--- src/rtl/word_packer.sv ---
// word_packer: collects up to four K_DWIDTH-bit words into one packed group.
//
// Words accepted while filling are written to consecutive lanes (lane n holds
// the n-th accepted word) and flagged in o_mask. The group is offered
// downstream once the fourth word lands or a flush is requested for a
// non-empty group. While a group is offered, no input is taken, and the
// group stays frozen until the downstream side takes it.
//
// Optional feature: define WORD_PACKER_TIMEOUT_EN to add an idle counter
// that auto-flushes a partial group after K_TIMEOUT idle cycles. When the
// macro is undefined, K_TIMEOUT only has to be a legal value (at least 1).
//
// Parameters:
//   K_DWIDTH  - width of one data word (lane)
//   K_TIMEOUT - idle cycles before auto-flush (timeout build only)
//
// Ports:
//   i_clk    - clock, rising edge
//   i_rst_n  - asynchronous active-low reset
//   i_valid  - upstream word valid
//   o_ready  - block accepts a word this cycle
//   i_word   - upstream data word
//   i_flush  - emit a partially filled group
//   o_valid  - packed group available
//   i_ready  - downstream accepts the group
//   o_mem    - packed group, lane n = n-th accepted word, unwritten lanes zero
//   o_mask   - per-lane written flags
module word_packer #(
    parameter int unsigned K_DWIDTH  = 8,
    parameter int unsigned K_TIMEOUT = 16
) (
    input  logic                     i_clk,
    input  logic                     i_rst_n,
    input  logic                     i_valid,
    output logic                     o_ready,
    input  logic [K_DWIDTH-1:0]      i_word,
    input  logic                     i_flush,
    output logic                     o_valid,
    input  logic                     i_ready,
    output logic [3:0][K_DWIDTH-1:0] o_mem,
    output logic [3:0]               o_mask
);

    localparam int unsigned LANES = 4;
    localparam int unsigned CNT_W = 2;

    // Reject parameter values that cannot build a working packer.
    if (K_DWIDTH == 0) begin : g_bad_dwidth
        $error("word_packer: K_DWIDTH must be at least 1");
    end
    if (K_TIMEOUT == 0) begin : g_bad_timeout
        $error("word_packer: K_TIMEOUT must be at least 1");
    end

    typedef enum logic {
        ST_FILL = 1'b0,
        ST_HOLD = 1'b1
    } state_e;

    state_e                         state_q, state_d;
    logic [CNT_W-1:0]               cnt_q, cnt_d;
    logic [LANES-1:0][K_DWIDTH-1:0] mem_q, mem_d;
    logic [LANES-1:0]               mask_q, mask_d;
    logic                           valid_q, valid_d;
    logic                           ready_q, ready_d;

    logic accept_c;
    logic flush_req_c;

`ifdef WORD_PACKER_TIMEOUT_EN
    localparam int unsigned IDLE_W = $clog2(K_TIMEOUT + 1);

    logic [IDLE_W-1:0] idle_q, idle_d;
    logic              timeout_c;

    // Idle counter: runs only while a partial group waits with no new word.
    always_comb begin
        idle_d    = idle_q;
        timeout_c = 1'b0;
        if (state_q == ST_HOLD || accept_c) begin
            idle_d = '0;
        end else if (cnt_q != '0) begin
            idle_d    = idle_q + IDLE_W'(1);
            timeout_c = (idle_d == IDLE_W'(K_TIMEOUT));
        end
    end

    always_ff @(posedge i_clk or negedge i_rst_n) begin
        if (!i_rst_n) begin
            idle_q <= '0;
        end else begin
            idle_q <= idle_d;
        end
    end

    assign flush_req_c = i_flush | timeout_c;
`else
    assign flush_req_c = i_flush;
`endif

    // A word is taken only while filling; nothing bypasses a held group.
    assign accept_c = i_valid && (state_q == ST_FILL);

    // Next-state and registered-output logic.
    always_comb begin
        state_d = state_q;
        cnt_d   = cnt_q;
        mem_d   = mem_q;
        mask_d  = mask_q;
        valid_d = valid_q;
        ready_d = ready_q;

        unique case (state_q)
            ST_FILL: begin
                if (accept_c) begin
                    mem_d[cnt_q]  = i_word;
                    mask_d[cnt_q] = 1'b1;
                    cnt_d         = cnt_q + CNT_W'(1);
                end
                // A same-cycle word makes an otherwise empty group flushable.
                if ((accept_c && cnt_q == CNT_W'(LANES - 1)) ||
                    (flush_req_c && (cnt_q != '0 || accept_c))) begin
                    state_d = ST_HOLD;
                    valid_d = 1'b1;
                    ready_d = 1'b0;
                end
            end
            ST_HOLD: begin
                if (i_ready) begin
                    state_d = ST_FILL;
                    cnt_d   = '0;
                    mem_d   = '0;
                    mask_d  = '0;
                    valid_d = 1'b0;
                    ready_d = 1'b1;
                end
            end
            default: begin
                state_d = ST_FILL;
                cnt_d   = '0;
                mem_d   = '0;
                mask_d  = '0;
                valid_d = 1'b0;
                ready_d = 1'b1;
            end
        endcase
    end

    // State and output registers.
    always_ff @(posedge i_clk or negedge i_rst_n) begin
        if (!i_rst_n) begin
            state_q <= ST_FILL;
            cnt_q   <= '0;
            mem_q   <= '0;
            mask_q  <= '0;
            valid_q <= 1'b0;
            ready_q <= 1'b1;
        end else begin
            state_q <= state_d;
            cnt_q   <= cnt_d;
            mem_q   <= mem_d;
            mask_q  <= mask_d;
            valid_q <= valid_d;
            ready_q <= ready_d;
        end
    end

    assign o_mem   = mem_q;
    assign o_mask  = mask_q;
    assign o_valid = valid_q;
    assign o_ready = ready_q;

endmodule

--- config.mk ---
export PLATFORM = sky130hd
export DESIGN_NAME = word_packer
export DESIGN_NICKNAME = d
export VERILOG_FILES = /design/src/rtl/word_packer.sv
export SDC_FILE = /design/constraint.sdc
export NUM_CORES = 1
export LEC_CHECK = 0
export CAP_MARGIN = 10
export CORE_MARGIN = 2
export CORE_UTILIZATION = 54
export DETAILED_ROUTE_END_ITERATION = 6
export PLACE_DENSITY = 0.95
export SYNTH_ARGS = -nofsm -noshare
export SYNTH_HDL_FRONTEND = slang
export SYNTH_SLANG_ARGS = --single-unit
--- constraint.sdc ---
create_clock -name i_clk -period 4.1 [get_ports i_clk]
set_input_delay 0.615 -clock i_clk [delete_from_list [all_inputs] [get_ports i_clk]]
set_output_delay 0.615 -clock i_clk [all_outputs]
set_load 0.01 [all_outputs]
==> summary by stage <==
Clock network
The clock tree buffer depth is 2. Counting the buffers created by CTS gives 5. The H-tree depth is 2. The total of cells resized after clock tree synthesis is 0.

The cell sitting at the root of the clock tree is a sky130_fd_sc_hd__clkbuf_8. The TritonCTS clock tree is yes. The total setup buffers inserted after CTS is 0. The clock sink count is 41. The latest clock arrival within the worst-skew pair is ~0.29 ns. In this run, post-CTS hold repair placed 0 buffers. After clock tree synthesis, the clock-pin slew on the worst setup and hold paths is 0.07 ns.

Floorplanning
The row count is 23. The number of top-level pins is 51. The horizontal die dimension is between 60 and 70 um. The initial utilization of the core area, before any placement, comes to a little under three fifths.

The floorplan die area is between 4000 and 5000 um^2. The vertical die dimension is approximately 70 um. The placeable core region is approximately 4000 um^2.

STA
The smallest clock period supported by the final layout is computed as 2.28 ns. On the final layout, the worst clock skew is roughly 0.0046 ns. The hold violation count in the final report came to 0. The total negative slack for setup checks is 0 ns. The max-slew violation count is 0.

Setup repair after global routing left no endpoint under its margin. The worst relative slew slack is 40.9%. In the finished design, the share of the clock period the worst path needs comes to 55.7%. The final setup violation count is 0. The maximum clock frequency is roughly 0.44 GHz. The actual slew at the worst max-slew pin is 0.886 ns.

Finish
In the layout the commonest cells are 49 x sky130_fd_sc_hd__clkdlybuf4s50_1, 40 x sky130_fd_sc_hd__dfrtp_1, 32 x sky130_fd_sc_hd__and4b_1, 32 x sky130_fd_sc_hd__a221o_1, 22 x sky130_fd_sc_hd__nor2b_1. The library cell used most frequently in the layout, excluding fill and tap cells, is sky130_fd_sc_hd__clkdlybuf4s50_1. The area added between synthesis and finish is 24.8%. The diode insertion count for antenna repair is 0. The number of nets in the layout is 251.

Leaving out filler cells and counting taps, the final layout contains 285. The ratio of cells with drive above 1 in the final layout is ~7%. The filler cell count in the final layout is 313.

Critical path
The worst setup path is launched from an input pin. The worst setup slack for register-to-register paths is 2.10 ns. On the worst path, the slowest cell contributes a delay of 1.01 ns. Walking the worst path, the cells encountered are clkdlybuf4s50_1, nand2_1, a221o_1.

In this run the worst path has a maximum fanout of 28. The critical path in this run is classified as in -> reg. STA puts the critical path data arrival time at 2.45 ns.

The required time at the worst-slack endpoint is between 4 and 5 ns. On the critical path, the stage with the largest delay is an instance of sky130_fd_sc_hd__clkdlybuf4s50_1. STA classifies the critical path endpoint as a register.

Pwr
The cell area power density is approximately 700 nW/um^2. The maximum VDD drop is ~0.48 mV. The static leakage is 1.34 nW.

Status
The flow ran to the end, and the final reports show no timing, DRC or antenna violations.

Drt
The number of iterations in the first detailed-routing pass is 4. The initial detailed-routing violation count is between 150 and 200. The number of design rule violations left after detail routing is 0. Once detail routing completed, the nets flagged for antenna violations numbered 0. For this block, the via count after detailed routing is roughly 1,700. Using the TritonRoute via totals, the vias-per-cell ratio works out to about 6.1.

In the final routed layout, each cell accounts on average for approximately 18 um. The final routed wirelength across all metal layers is around 5100 um.

Synth
The combinational family with the most area after synthesis is simple AND/OR/NAND/NOR gates. The cell area that synthesis handed to floorplanning was 2250 um^2. In this run, synthesis produced a sequential element count of approximately 40. The synthesized area divided by synthesized cell count is about 12 um^2. The synthesized-area fraction occupied by and/or/nand/nor cells is between 20% and 30%.

The sequential fraction of the synthesis area is between 40% and 50%. The complex-gate fraction of the synthesized area is a little under a fifth. Of the total synthesized cell area, the portion taken by XOR and XNOR cells is less than 1%. The number of distinct library cells after synthesis is 25. The portion of synthesized area spent on multiplexers is less than 1%.

Summing the areas of all fa, ha and maj instances in the mapped netlist gives ~2.2% of the synthesized area. When the netlist entered floorplanning its net count stood at 210. The total number of yosys warnings is 0. After technology mapping, the gate count stands at around 190.

Place
The count of input and output buffers is 50. In this run, placement finished with an instance count of between 200 and 300. The detailed placement HPWL is about 3400 um. The routability-driven placement congestion ratio is 0.769.

Global route
Global routing used 23.9% of the available tracks. The number of global-route vias before repair is 1,617. The total congestion overflow after global routing is 0.

The first global-routing pass estimated roughly 8200 um of wire. Entering global routing, the biggest net connects between 60 and 70 pins. The initial antenna violation count is 0.

Job
The number of maximum-capacitance violations is 0.

Hold path
The worst min-delay path category is in -> async.
-- state kept, by name (all words and copies together) (netlist names) --
name and count:
o_mem 32, o_mask 4, cnt_q 2, state_q 1, o_ready 1, o_valid 1
-- through the flow --
| stage | utilization (%) | hold WS, ns | power, mW | worst slack, ns | cell area, um^2 |
|---|---|---|---|---|---|
| 4_1_cts | 70.3 | 0.466 | 2.02 | 1.87 | 2810 |
| 5_1_grt | 70.3 | 0.501 | 2.13 | 1.72 | 2810 |
| 3_5_place_dp | 67.7 | 0.521 | 1.72 | 1.58 | 2710 |
| 2_1_floorplan | - | 0.319 | 1.32 | 2.60 | 2250 |
| 6_report | 70.3 | 0.439 | 2.01 | 1.82 | 2810 |
| 3_3_place_gp | 67.7 | 0.516 | 1.69 | 1.62 | 2710 |
-- worst paths after layout --
check,start,end,cells past startpoint
max,i_valid,o_mem[14],3
min,i_rst_n,o_mem[10],1
max reg2reg,state_q,o_mem[14],4
min reg2reg,o_mem[30],o_mem[30],1
max in group asynchronous,i_rst_n,o_mem[12],1
min in group i_clk,o_mem[30],o_mem[30],1
-- cell usage after synthesis --
library cell                n  area, um^2
sky130_fd_sc_hd__clkbuf_2   1        5.00
sky130_fd_sc_hd__o211a_1    1        10.0
sky130_fd_sc_hd__o22ai_1    6        37.5
sky130_fd_sc_hd__ha_1       4        50.1
sky130_fd_sc_hd__nor2_1     1        3.75
sky130_fd_sc_hd__inv_1      7        26.3
sky130_fd_sc_hd__xnor2_1    1        8.76
sky130_fd_sc_hd__buf_6      5        56.3
sky130_fd_sc_hd__nor2b_1   23         144
sky130_fd_sc_hd__a221o_1   32         320
sky130_fd_sc_hd__and2b_1   10        75.1
sky130_fd_sc_hd__or3b_4     1        11.3
sky130_fd_sc_hd__clkbuf_1   6        22.5
sky130_fd_sc_hd__dfstp_2    1        26.3
sky130_fd_sc_hd__mux2_1     1        11.3
sky130_fd_sc_hd__dfrtp_1   40        1000
sky130_fd_sc_hd__o211ai_1   2        15.0
sky130_fd_sc_hd__nand2_1    4        15.0
sky130_fd_sc_hd__and4b_1   32         320
sky130_fd_sc_hd__buf_2      4        20.0
sky130_fd_sc_hd__a21bo_2    1        10.0
sky130_fd_sc_hd__a21o_1     1        7.51
sky130_fd_sc_hd__nand2b_1   2        12.5
sky130_fd_sc_hd__buf_4      3        22.5
sky130_fd_sc_hd__a21oi_1    4        20.0
-- power breakdown --
| group | switching [mW] | internal (mW) |
|---|---|---|
| registers | 0.153 | 0.579 |
| logic | 0.424 | 0.562 |
| clock network | 0.135 | 0.152 |
-- cells by family after synthesis --
group / after synthesis
AO/OA/AOI/OAI: 47
XOR/XNOR: 1
adder cells (fa/ha/maj): 4
buffers and inverters: 26
flip-flops: 41
multiplexers: 1
AND/OR/NAND/NOR: 73
-- worst max-delay path: cells and delay by family --
family	cells	cell delay, ns
compound gates	1	0.42
buf+inv	1	1.01
simple gates	1	0.40
-- layer usage --
metal | GRT usage [%] | share of wire [%]
met5 | 0 | 0
met4 | 11.3 | 1.7
met3 | 6.01 | 5.6
met2 | 35.9 | 50
met1 | 32.3 | 43
-- layout make-up --
cell class	instances	area, um^2	area share, %
inverters	7	26.3	0.935
repair buffers	53	518	18.4
clock buffers	7	96.3	3.43
well taps	50	62.6	2.23
flip-flops and latches	41	1030	36.6
clock inverters	1	5.00	0.178
multi-input cells	126	1070	38.2
Note: power is estimated with default switching activity, not from simulation.
